--- src/rtl/usb_pkg.sv ---
// Shared types and constants for the USB SIE packet agent.
package usb_pkg;

  localparam int BUS_RST_CNT_W = 8;

  typedef enum logic [1:0] {
    TX_IDLE,
    TX_SEND,
    TX_DONE
  } tx_state_e;

  typedef enum logic {
    RX_IDLE,
    RX_RECV
  } rx_state_e;

endpackage

--- src/rtl/usb_sie_pkt_buf.sv ---
// Simple dual-port byte RAM with registered read; a same-cycle write to the
// read address is forwarded so the read always returns post-write contents.
module usb_sie_pkt_buf #(
  parameter int DEPTH = 64,
  parameter int AW    = $clog2(DEPTH)
) (
  input  logic          clk,
  input  logic          wr_en_i,
  input  logic [AW-1:0] wr_addr_i,
  input  logic [7:0]    wr_data_i,
  input  logic [AW-1:0] rd_addr_i,
  output logic [7:0]    rd_data_o
);

  logic [7:0] mem_q [DEPTH];
  logic [7:0] rd_q;

  always_ff @(posedge clk) begin
    if (wr_en_i) mem_q[wr_addr_i] <= wr_data_i;
    rd_q <= (wr_en_i && (wr_addr_i == rd_addr_i)) ? wr_data_i : mem_q[rd_addr_i];
  end

  assign rd_data_o = rd_q;

endmodule

--- src/rtl/usb_sie_pkt_agent.sv ---
// Packet agent between a byte-level USB SIE and local TX/RX packet buffers,
// with independent TX and RX state machines and a bus-reset event counter.
module usb_sie_pkt_agent
  import usb_pkg::*;
#(
  parameter int TX_DEPTH = 64,
  parameter int RX_DEPTH = 64,
  parameter int LEN_W    = $clog2((TX_DEPTH > RX_DEPTH) ? TX_DEPTH : RX_DEPTH) + 1
) (
  input  logic                        clk,
  input  logic                        rst,
  input  logic                        tx_wr_en,
  input  logic [$clog2(TX_DEPTH)-1:0] tx_wr_addr,
  input  logic [7:0]                  tx_wr_data,
  input  logic [LEN_W-1:0]            tx_len,
  input  logic                        tx_start,
  output logic                        tx_busy,
  output logic                        tx_done,
  output logic                        tx_abort,
  output logic [7:0]                  sie_tx_data,
  output logic                        sie_tx_valid,
  input  logic                        sie_tx_ready,
  input  logic [7:0]                  sie_rx_data,
  input  logic                        sie_rx_valid,
  input  logic                        sie_rx_active,
  input  logic                        sie_rx_error,
  input  logic                        sie_reset,
  input  logic [$clog2(RX_DEPTH)-1:0] rx_rd_addr,
  output logic [7:0]                  rx_rd_data,
  output logic                        rx_pkt_valid,
  output logic [LEN_W-1:0]            rx_len,
  output logic                        rx_err,
  output logic                        rx_ovf,
  output logic [BUS_RST_CNT_W-1:0]    bus_reset_cnt
);

  localparam int TXA_W = $clog2(TX_DEPTH);
  localparam int RXA_W = $clog2(RX_DEPTH);
  localparam logic [LEN_W-1:0] TX_MAX = LEN_W'(TX_DEPTH);
  localparam logic [LEN_W-1:0] RX_MAX = LEN_W'(RX_DEPTH);

  tx_state_e        tx_state_q, tx_state_d;
  logic [LEN_W-1:0] tx_idx_q, tx_idx_d, tx_len_q, tx_len_d, tx_len_clamped;
  logic             tx_abort_q, tx_abort_d;
  logic [7:0]       tx_rd_data;

  rx_state_e        rx_state_q, rx_state_d;
  logic [LEN_W-1:0] rx_cnt_q, rx_cnt_d, rx_len_q, rx_len_d;
  logic             rx_err_q, rx_err_d, rx_ovf_q, rx_ovf_d, rx_pkt_q, rx_pkt_d;
  logic             rx_act_prev_q, rx_we;

  logic                     sie_reset_prev_q;
  logic [BUS_RST_CNT_W-1:0] bus_rst_cnt_q;

  assign tx_len_clamped = (tx_len > TX_MAX) ? TX_MAX : tx_len;

  // The RAM is addressed with the next index so the byte for the coming SEND
  // cycle is already registered when that cycle starts.
  usb_sie_pkt_buf #(.DEPTH(TX_DEPTH)) u_tx_buf (
    .clk       (clk),
    .wr_en_i   (tx_wr_en),
    .wr_addr_i (tx_wr_addr),
    .wr_data_i (tx_wr_data),
    .rd_addr_i (tx_idx_d[TXA_W-1:0]),
    .rd_data_o (tx_rd_data)
  );

  usb_sie_pkt_buf #(.DEPTH(RX_DEPTH)) u_rx_buf (
    .clk       (clk),
    .wr_en_i   (rx_we),
    .wr_addr_i (rx_cnt_q[RXA_W-1:0]),
    .wr_data_i (sie_rx_data),
    .rd_addr_i (rx_rd_addr),
    .rd_data_o (rx_rd_data)
  );

  always_comb begin
    tx_state_d = tx_state_q;
    tx_idx_d   = tx_idx_q;
    tx_len_d   = tx_len_q;
    tx_abort_d = tx_abort_q;
    case (tx_state_q)
      TX_IDLE: begin
        if (tx_start) begin
          tx_idx_d   = '0;
          tx_len_d   = tx_len_clamped;
          tx_abort_d = 1'b0;
          tx_state_d = (tx_len_clamped == '0) ? TX_DONE : TX_SEND;
        end
      end
      TX_SEND: begin
        if (sie_reset) begin
          tx_abort_d = 1'b1;
          tx_state_d = TX_DONE;
        end else if (sie_tx_ready) begin
          if (tx_idx_q == tx_len_q - LEN_W'(1)) tx_state_d = TX_DONE;
          else                                  tx_idx_d   = tx_idx_q + LEN_W'(1);
        end
      end
      TX_DONE: tx_state_d = TX_IDLE;
      default: tx_state_d = TX_IDLE;
    endcase
  end

  always_ff @(posedge clk) begin
    if (rst) begin
      tx_state_q <= TX_IDLE;
      tx_idx_q   <= '0;
      tx_len_q   <= '0;
      tx_abort_q <= 1'b0;
    end else begin
      tx_state_q <= tx_state_d;
      tx_idx_q   <= tx_idx_d;
      tx_len_q   <= tx_len_d;
      tx_abort_q <= tx_abort_d;
    end
  end

  assign tx_busy      = (tx_state_q != TX_IDLE);
  assign tx_done      = (tx_state_q == TX_DONE);
  assign tx_abort     = (tx_state_q == TX_DONE) && tx_abort_q;
  assign sie_tx_valid = (tx_state_q == TX_SEND);
  assign sie_tx_data  = sie_tx_valid ? tx_rd_data : '0;

  always_comb begin
    rx_state_d = rx_state_q;
    rx_cnt_d   = rx_cnt_q;
    rx_len_d   = rx_len_q;
    rx_err_d   = rx_err_q;
    rx_ovf_d   = rx_ovf_q;
    rx_pkt_d   = 1'b0;
    rx_we      = 1'b0;
    case (rx_state_q)
      RX_IDLE: begin
        if (sie_rx_active && !rx_act_prev_q) begin
          rx_state_d = RX_RECV;
          rx_cnt_d   = '0;
          rx_err_d   = 1'b0;
          rx_ovf_d   = 1'b0;
        end
      end
      RX_RECV: begin
        // In RECV the previous active sample is always 1, so low active is the falling edge.
        if (sie_reset) begin
          rx_state_d = RX_IDLE;
        end else if (!sie_rx_active) begin
          rx_len_d   = rx_cnt_q;
          rx_pkt_d   = 1'b1;
          rx_state_d = RX_IDLE;
        end else begin
          if (sie_rx_valid) begin
            if (rx_cnt_q < RX_MAX) begin
              rx_we    = 1'b1;
              rx_cnt_d = rx_cnt_q + LEN_W'(1);
            end else begin
              rx_ovf_d = 1'b1;
            end
          end
          if (sie_rx_error) rx_err_d = 1'b1;
        end
      end
      default: rx_state_d = RX_IDLE;
    endcase
  end

  always_ff @(posedge clk) begin
    if (rst) begin
      rx_state_q       <= RX_IDLE;
      rx_cnt_q         <= '0;
      rx_len_q         <= '0;
      rx_err_q         <= 1'b0;
      rx_ovf_q         <= 1'b0;
      rx_pkt_q         <= 1'b0;
      rx_act_prev_q    <= 1'b0;
      sie_reset_prev_q <= 1'b0;
      bus_rst_cnt_q    <= '0;
    end else begin
      rx_state_q       <= rx_state_d;
      rx_cnt_q         <= rx_cnt_d;
      rx_len_q         <= rx_len_d;
      rx_err_q         <= rx_err_d;
      rx_ovf_q         <= rx_ovf_d;
      rx_pkt_q         <= rx_pkt_d;
      rx_act_prev_q    <= sie_rx_active;
      sie_reset_prev_q <= sie_reset;
      if (sie_reset && !sie_reset_prev_q && (bus_rst_cnt_q != '1))
        bus_rst_cnt_q <= bus_rst_cnt_q + BUS_RST_CNT_W'(1);
    end
  end

  assign rx_pkt_valid  = rx_pkt_q;
  assign rx_len        = rx_len_q;
  assign rx_err        = rx_err_q;
  assign rx_ovf        = rx_ovf_q;
  assign bus_reset_cnt = bus_rst_cnt_q;

endmodule

--- config.mk ---
export PLATFORM = sky130hd
export DESIGN_NAME = usb_sie_pkt_agent
export DESIGN_NICKNAME = d
export VERILOG_FILES = /design/src/rtl/usb_pkg.sv /design/src/rtl/usb_sie_pkt_buf.sv /design/src/rtl/usb_sie_pkt_agent.sv
export SDC_FILE = /design/constraint.sdc
export NUM_CORES = 1
export LEC_CHECK = 0
export ABC_AREA = 1
export CORE_MARGIN = 4
export CORE_UTILIZATION = 45
export CTS_BUF_LIST = sky130_fd_sc_hd__clkbuf_8
export DETAILED_ROUTE_END_ITERATION = 8
export MAX_ROUTING_LAYER = met4
export SLEW_MARGIN = 20
export SYNTH_ARGS = -nofsm -noshare
export SYNTH_HDL_FRONTEND = slang
export SYNTH_HIERARCHICAL = 1
export SYNTH_SLANG_ARGS = --single-unit
--- constraint.sdc ---
create_clock -name clk -period 3.05 [get_ports clk]
set_input_delay 0.61 -clock clk [delete_from_list [all_inputs] [get_ports clk]]
set_output_delay 0.61 -clock clk [all_outputs]
set_load 0.1 [all_outputs]
Word level (Yosys, flattened, before mapping)
Memories as Yosys holds them, arrays and structs flattened. A register that Yosys moved wholly into a read port is not among the register bits.
Index checks and enable logic that the tools add are counted.
- register bits after elaboration: 45
- bits in writable memories: 1024
- input bits: 44
- logic and storage cells: 108
- memories: 2
- $add $sub $neg: 4
- $lt $le $gt $ge: 2
- eq/ne operators: 18
- multiplexer cells: 46
- bitwise gates (word level): 3
- reductions and logical operators: 19
- memories (name ; depth ; bits a word ; rd ports ; clocked after memory_dff ; write ports ; line ; text):
    u_rx_buf.mem_q ; 64 ; 8 ; 1 ; 1 ; 1 ; usb_sie_pkt_buf.sv:15 ; logic [7:0] mem_q [DEPTH];
    u_tx_buf.mem_q ; 64 ; 8 ; 1 ; 1 ; 1 ; usb_sie_pkt_buf.sv:15 ;
- operators by type and width (kind ; number):
    $mux W7 ; 10
    $pmux W7 S2 ; 2
    $mux W1 ; 23
    $ne A2 B2 Y1 const B ; 9
    $reduce_and A5 Y1 ; 3
    $add A7 B1 Y7 const B ; 2
    $mux W2 ; 5
    $reduce_and A3 Y1 ; 3
    $add A8 B1 Y8 const B ; 1
    $mux W8 ; 1
    $ne A8 B8 Y1 const B ; 1
    $pmux W1 S2 ; 4
    $eq A7 B7 Y1 ; 1
    $gt A7 B7 Y1 const B ; 1
    $logic_not A7 Y1 ; 1
    $lt A7 B7 Y1 const B ; 1
    $sub A7 B1 Y7 const B ; 1
    $ne A2 B1 Y1 const B ; 3
    $ne A3 B1 Y1 const B ; 2
    $logic_and A1 B1 Y1 ; 4
    $pmux W2 S2 ; 1
    $reduce_and A4 Y1 ; 1
    $reduce_bool A2 Y1 ; 2
    $not A1 Y1 ; 3
    6 further kinds ; 7

Depth between registers and ports, before layout
Gate-level depths: netlist of run 1.
- word-level depth: 8
- depth in mapped cells: 15
- mapped depth without buffers: 14

Modules after synthesis
Netlist of run 1, hierarchy kept.
- modules (own cells, without submodules) (module ; times used ; cells an instance ; area each (um^2) ; sequential area each (um^2)):
    usb_sie_pkt_buf ; 2 ; 1803 ; 21299.2 ; 15494.9
    usb_sie_pkt_agent ; 1 ; 352 ; 2368.5 ; 900.9

Worst setup path after synthesis of run 1
No wires, ideal clock.
- path kind: register -> output
- start point: reg tx_state_q[0]
- end point: out sie_tx_data[0]
- arrival: 2.979 ns
- data required time: 2.440 ns
- slack: -0.539 ns
- stages on the path, launching flop included: 5
- buffers on the path: 0
- cell sequence: dfxtp_1 inv_1 nor2_2 inv_2 nor2_1
- word-level cells in the longest chain between the ends: 2
- RTL lines (item ; line ; text):
    start, declared ; usb_sie_pkt_agent.sv:42 ; tx_state_e tx_state_q, tx_state_d;
    start signal, assigned ; usb_sie_pkt_agent.sv:112 ; tx_state_q <= tx_state_d;
    $eq A2 B1 Y1 ; usb_sie_pkt_agent.sv:122 ; assign sie_tx_valid = (tx_state_q == TX_SEND);
    via sie_tx_valid ; usb_sie_pkt_agent.sv:21 ; output logic sie_tx_valid,
    $mux W8 ; usb_sie_pkt_agent.sv:123 ; assign sie_tx_data = sie_tx_valid ? tx_rd_data : '0;
    end, declared ; usb_sie_pkt_agent.sv:20 ; output logic [7:0] sie_tx_data,
The timed path passes the listed nets, and every way through them passes these cells.

==> qor.yml, run 1 <==
die_x_um: 324
critPathCaptureType: "primary output"
synthXorXnorAreaFrac: 0.000584
fin_skew_ns: 0.0358
synth-main-ff-cell: "edfxtp_1"
start_util: 0.456
dpl-instance-area_um2: 48300
grtUsageTotal: 0.246
yosysSeqAreaShare: 0.709
worst_ep_required_time_ns: 2.44
htreeDepth: 4
finalWorstSetupSlack_ns: -0.477
ios: 82
dr.pass1.iters: 6
die_h_um: 324
setup_viol: 16
cts_sinks: 1081
status: "finished with violations"
pre_cts_ws_ns: 0.120
grt_pass1_vias: 30800
finalInstanceArea_um2: 56900
totalPowerFinal_uw: 30900
worst-path-buf-inv: 7
fp.coreArea_um2: 98700
worstHoldStart: "rx_rd_addr[2]"
synth_top_area_cell: "edfxtp_1"
wl_met1_um: 52400
postCtsHoldBufs: 0
crit_path_cell_trace: "buf_12 > inv_16 > buf_8 > buf_6 > buf_16 > nand2_2 > nand3_2 > nand3_2 > nand2_2 > nand2_2 > nand3_2 > nand3_2 > nand2_2 > inv_2 > nor2_4 > buf_12"
drive_above_1_share: 0.273
hold_slack_ns: 0.185
p_per_area_nw_per_um2: 543
netlist.area_leader.share: 0.684
synth_top_family_by_area: "simple AND/OR/NAND/NOR gates"
synth_area_leaders: "edfxtp_1 (68%), nand2_1 (12%), nand3_1 (10%)"
postSynthCellCount: 3958
fmaxAchievable_mhz: 284
drtIter0Drc: 3357
cts_tree: "built"
ir_drop_v: 0.000441
grt_max_degree: 65
avgSynthCellArea_um2: 11.4
final-instance-count-excl-fill: 5835
path_clk_slew_ns: 0.07
path_max_fanout: 5
timing.final.crit_share: 1.16
path_class: "flop to primary output"
met2_length_um: 63700
synth_adder_area_share: 0.00111
power.leakage_uw: 0.0215
wl_per_cell_um: 22.1
synth_cell_types: 34
route.top_layer_used: "met4"
numCtsBuffers: 178
dieArea_um2: 105000
ff2ff_path_depth: 6
maxCapViolations: 0
crit_slowest_cell: "dfxtp_4"
cp.depth: 16
syn_area_um2: 45000
clk_path_buf_depth: 3
hold_depth: 1
hold_viol: 0
cp-start-kind: "flop"
rsz0062_at_grt: "yes"
dp_hpwl_um: 68500
crit_family: "buffers and inverters"
yosys.area_share.simple: 0.238
syn2layout_area_growth_pct: 26.6
vias_per_cell: 5.48
relSlewSlack: 0.414
synth_seq_cells: 1081
dp.cells: 5356
grt_pass1_wl_um: 189000
regToRegStartpoint: "rx_cnt_q[6]"
synthMuxAreaShare: 0
io_buffers: 81
worst_slew_pin_slew_ns: 0.879
violations: "setup timing"
wl_met3_um: 8470
gr-total-overflow: 0
cp.arrival_ns: 2.92
synth_compound_area_frac: 0.00696
async_flop_share: 0
route.detailed.drc: 0
hold_class: "input port to flop"
ant_nets: 0
synth_warnings: 6
maxSlewViolCount: 0
gp_congestion: 0.876
fin_crit_ns: 3.53
vias: 32000
fin_nets: 4442
wl_um: 129000
root_buffer: "clkbuf_8"
rows: 115
synth_edf_count: 1024
critPathMaxStageDelay_ns: 0.37
clock_latency_ns: 0.87
antenna_found_initial: 2
syn_nets: 4006
## flip-flops by register name (all words and copies together) (netlist names), 2 cells and up, named ones only
signal and flops:
u_tx_buf/mem_q 512, rx_len 7, tx_idx_q 7, u_rx_buf/mem_q 512, tx_state_q 2, bus_reset_cnt 8
tx_len_q 7, rx_cnt_q 7
## synthesized netlist by cell type (2+ instances only)
| master | n |
|---|---|
| a21oi_1 | 29 |
| a21oi_2 | 4 |
| buf_1 | 20 |
| buf_2 | 74 |
| buf_4 | 28 |
| buf_6 | 71 |
| buf_8 | 4 |
| clkbuf_1 | 34 |
| dfxtp_1 | 57 |
| edfxtp_1 | 1024 |
| ha_1 | 4 |
| inv_1 | 75 |
| inv_2 | 7 |
| inv_6 | 2 |
| nand2_1 | 1384 |
| nand2_2 | 2 |
| nand3_1 | 894 |
| nand3_2 | 9 |
| nand4_1 | 21 |
| nor2_1 | 149 |
| nor2_2 | 5 |
| nor3_1 | 8 |
| nor3b_1 | 4 |
| nor4_1 | 19 |
| o21a_1 | 3 |
| o21ai_0 | 16 |
| o21ai_1 | 2 |
| xor2_1 | 3 |
## layer usage
metal  vias to the layer above  track usage
met5                         -            -
met4                         0       0.0916
met3                       271       0.0384
met2                      1266        0.399
met1                     15600        0.316
li1                      14800            -
## path summary, 6_finish.rpt
kind / to / slack (ns)
max reg2reg: u_rx_buf/mem_q[49][2] / 0.83
min: flop / 0.19
max: sie_tx_data[5] / -0.48
min reg2reg: bus_reset_cnt[4] / 0.47
## layout by cell type, fill, tap and decap left out, types with 3 or more instances in the layout
cell type and n:
clkbuf_8 183, clkdlybuf4s50_1 27, buf_2 16, buf_4 251, inv_2 15, nand2_1 1186
nor2_4 9, clkbuf_16 13, nor4_1 19, edfxtp_1 1024, dfxtp_4 4, buf_16 59
a21oi_1 29, inv_8 8, nor3_1 8, clkinv_2 23, clkinv_1 41, clkinvlp_4 5
dfxtp_1 50, nand3_2 290, nor2_1 141, o21ai_0 16, nand3_4 23, dfxtp_2 3
o21a_1 3, nor3b_1 4, inv_6 6, xor2_1 3, a21oi_2 4, buf_12 80
buf_8 12, nor2_2 4, nand2_4 31, buf_6 25, nand3_1 590, inv_1 135
ha_1 4, nand4_1 21, nand2_2 169
## worst reg2reg max path: cells and delay by family (launching register included)
family | cells | cell delay (ns)
buffers and inverters | 2 | 0.34
DFF | 1 | 0.29
and+or+nand+nor | 4 | 1.28
## layout make-up
class / count / area [um2]
Fill cell: 7929 / 41800
Timing Repair inverter: 3 / 52.6
Multi-Input combinational cell: 2561 / 13500
Antenna cell: 2 / 5.00
Clock buffer: 183 / 2520
Clock inverter: 149 / 682
Timing Repair Buffer: 484 / 6280
Inverter: 85 / 364
Tap cell: 1287 / 1610
Sequential cell: 1081 / 31900
## logic make-up after synthesis
group                      Yosys count
buffers and inverters              316
and+or+nand+nor                   2498
AOI/OAI and AO/OA                   56
DFF                               1081
adders and majority gates            4
xor gates and xnor gates             3
## power by group
group / switching (uW) / internal, uW / leakage [uW]
combinational: 1900 / 1130 / 0.00991
sequential: 42.9 / 16300 / 0.00967
clock: 5930 / 5630 / 0.00190
total: 7870 / 23100 / 0.0215
## through the flow
| step | setup TNS [ns] | utilization |
|---|---|---|
| 5_1_grt | -8.46 | 0.577 |
| 3_3_place_gp | 0 | 0.489 |
| 6_report | -6.68 | 0.577 |
| 4_1_cts | -7.65 | 0.558 |
| 3_5_place_dp | 0 | 0.489 |
| 2_1_floorplan | 0 | - |
## repair_timing
item | CTS | global route
setup buffers | 65 | 22
gates cloned | 55 | 15
setup endpoints to repair | 16 | 16
resized for setup | 376 | 351
pin swaps | 128 | 196
(Power assumes the default switching activity.)
==> inputs of run 2 (changes only) <==
--- a/config.mk
+++ b/config.mk
@@ -6,10 +6,10 @@
 export NUM_CORES = 1
 export LEC_CHECK = 0
 export ABC_AREA = 1
-export CORE_MARGIN = 4
 export CORE_UTILIZATION = 45
 export CTS_BUF_LIST = sky130_fd_sc_hd__clkbuf_8
 export DETAILED_ROUTE_END_ITERATION = 8
+export HOLD_SLACK_MARGIN = 0.03
 export MAX_ROUTING_LAYER = met4
 export SLEW_MARGIN = 20
 export SYNTH_ARGS = -nofsm -noshare
==> run 2 against run 1 <==
  * The flow still finishes with violations (setup timing)
  * Register-to-register slack better by 0.12 ns
  * Critical path depth is 2 lower
  * Non-clock buffer count is 61 lower
  * Die area is 3.7% lower
  * First-iteration DRC count is 4.2% lower
  * Routed wire length hardly changed
  * Sequential cell count stayed put
  * Highest routed layer unchanged
  * Largest cell class unchanged
  * Clock power hardly changed
  * Global-route usage is 0.26 points higher
==> qor.yml, run 2 (synthesized netlist as in run 1, its figures left out) <==
wl_per_cell_um: 22.4  # was 22.1 um
hold_depth: 1  # unchanged
maxCapViolations: 0  # unchanged
fin_skew_ns: 0.0360  # was 0.0358 ns
grt_pass1_vias: 30200  # was 30800
setup_viol: 16  # unchanged
fin_crit_ns: 3.53  # about the same
timing.final.crit_share: 1.16  # about the same
ff2ff_path_depth: 8  # was 6
clk_path_buf_depth: 3  # unchanged
cp-start-kind: "flop"  # unchanged
cts_sinks: 1081  # unchanged
path_max_fanout: 8  # was 5
htreeDepth: 4  # unchanged
ant_nets: 0  # unchanged
regToRegStartpoint: "rx_cnt_q[6]"  # unchanged
r2r-end: "u_rx_buf/mem_q[44][5]"  # was u_rx_buf/mem_q[49][2]
ir_drop_v: 0.000457  # was 0.000441 V
worstHoldStart: "rx_rd_addr[5]"  # was rx_rd_addr[2]
postLayoutCoreUtil: 0.568  # was 0.577
most-common-layout-cells: "nand2_1 (1225), edfxtp_1 (1024), nand3_1 (648)"  # was nand2_1 (1186), edfxtp_1 (1024), nand3_1 (590)
relSlewSlack: 0.394  # was 0.414
p_per_area_nw_per_um2: 552  # was 543 nW/um2
vias_per_cell: 5.54  # was 5.48
worst_ep_required_time_ns: 2.44  # about the same
critPathCaptureType: "primary output"  # unchanged
drive_above_1_share: 0.240  # was 0.273
gp_congestion: 0.889  # was 0.876
hold_viol: 0  # unchanged
die_x_um: 318  # was 324 um
hold_class: "input port to flop"  # unchanged
cts_tree: "built"  # unchanged
grt_max_degree: 81  # was 65
finalWorstSetupSlack_ns: -0.477  # about the same
cp.arrival_ns: 2.92  # about the same
numCtsBuffers: 177  # was 178
grt_pass1_wl_um: 185000  # was 189000 um
die_h_um: 318  # was 324 um
vias: 31900  # was 32000
power.leakage_uw: 0.0210  # was 0.0215 uW
worst_slew_pin_slew_ns: 0.907  # was 0.879 ns
drtIter0Drc: 3215  # was 3357
route.detailed.drc: 0  # unchanged
path_clk_slew_ns: 0.06  # was 0.07 ns
dr.pass1.iters: 6  # unchanged
path_class: "flop to primary output"  # unchanged
fin_nets: 4382  # was 4442
fmaxAchievable_mhz: 283  # was 284 MHz
final_common_cell: "nand2_1"  # unchanged
grtUsageTotal: 0.249  # was 0.246
gr-total-overflow: 0  # unchanged
rows: 115  # unchanged
violations: "setup timing"  # unchanged
rsz0062_at_grt: "yes"  # unchanged
fp.coreArea_um2: 98700  # unchanged
wl_um: 129000  # about the same
status: "finished with violations"  # unchanged
antenna_found_initial: 3  # was 2
r2r_slack_ns: 0.95  # was 0.83 ns
ios: 82  # unchanged
dieArea_um2: 101000  # was 105000 um2
totalPowerFinal_uw: 30900  # about the same
io_buffers: 81  # unchanged
clock_latency_ns: 0.86  # was 0.87 ns
start_util: 0.456  # unchanged
syn2layout_area_growth_pct: 24.6  # was 26.6%
root_buffer: "clkbuf_8"  # unchanged
maxSlewViolCount: 0  # unchanged
dp_hpwl_um: 67700  # was 68500 um
[run 2: changes by cell type in the layout (fill, tap and decap cells not counted), moves of 8 or more]
cell	before	now
buf_12	80	60
buf_4	251	212
buf_6	25	17
clkbuf_16	13	32
clkinv_2	23	10
inv_1	135	124
nand2_1	1186	1225
nand2_2	169	133
nand3_1	590	648
nand3_2	290	231
[run 2: area by class of cell]
cell class                      instances  area, um2
Timing Repair Buffer                  423       5680
Tap cell                             1287       1610
Timing Repair inverter                  5        101
Inverter                               85        384
Fill cell                            7997      42700
Clock buffer                          185       2550
Antenna cell                            5       12.5
Multi-Input combinational cell       2561      13100
Sequential cell                      1081      31900
Clock inverter                        130        662
[run 2: stage by stage]
stage	instances	setup slack, ns	setup TNS [ns]	hold slack [ns]	instance area (um2)
floorplan	3958	0.301	0	0.444	45000
global placement	5324	0.251	0	0.455	48000
detailed placement	5324	0.236	0	0.465	48000
CTS	5716	-0.479	-6.38	0.148	53700
global route	5762	-0.560	-7.51	0.152	56000
finish	5762	-0.477	-6.10	0.201	56000
[run 2: critical path, stage by stage, from the launching register on]
cell and delay [ns]:
dfxtp_4 0.41, buf_12 0.20, buf_12 0.15, clkbuf_16 0.16
nand2_1 0.05, nand3_1 0.07, nand3_1 0.08, nand2_2 0.18
nand2_2 0.07, nand3_2 0.07, nand3_2 0.10, nand2_2 0.11
inv_2 0.05, nor2_4 0.16, buf_12 0.20
[run 2: how the worst max path moves through the flow]
stage,startpoint,end,slack [ns],depth (start not counted)
global route,flop,sie_tx_data[1],-0.56,14
global placement,flop,sie_tx_data[6],0.25,12
floorplan,tx_state_q[0],sie_tx_data[0],0.30,4
CTS,flop,sie_tx_data[1],-0.48,15
finish,flop,sie_tx_data[7],-0.48,14
detailed placement,flop,sie_tx_data[1],0.24,12
[run 2: per-layer routing]
metal / global-route usage / up-vias / wire length (um)
met5: - / - / 0
met4: 0.0951 / 0 / 4900
met3: 0.0386 / 320 / 8780
met2: 0.401 / 1372 / 63300
met1: 0.318 / 15600 / 52100
li1: - / 14700 / -
[run 2: what timing repair did]
action                     in CTS  in global routing
hold buffers                    0                  0
gates resized for setup       239                368
setup buffers                  35                 14
pin swaps                      88                193
setup endpoints to repair      16                 16
cloned                         42                 37
[run 2: power by group]
group / switching (uW) / internal (uW)
Combinational: 1890 / 1050
Clock: 5740 / 5930
Sequential: 45.6 / 16300
Total: 7670 / 23300
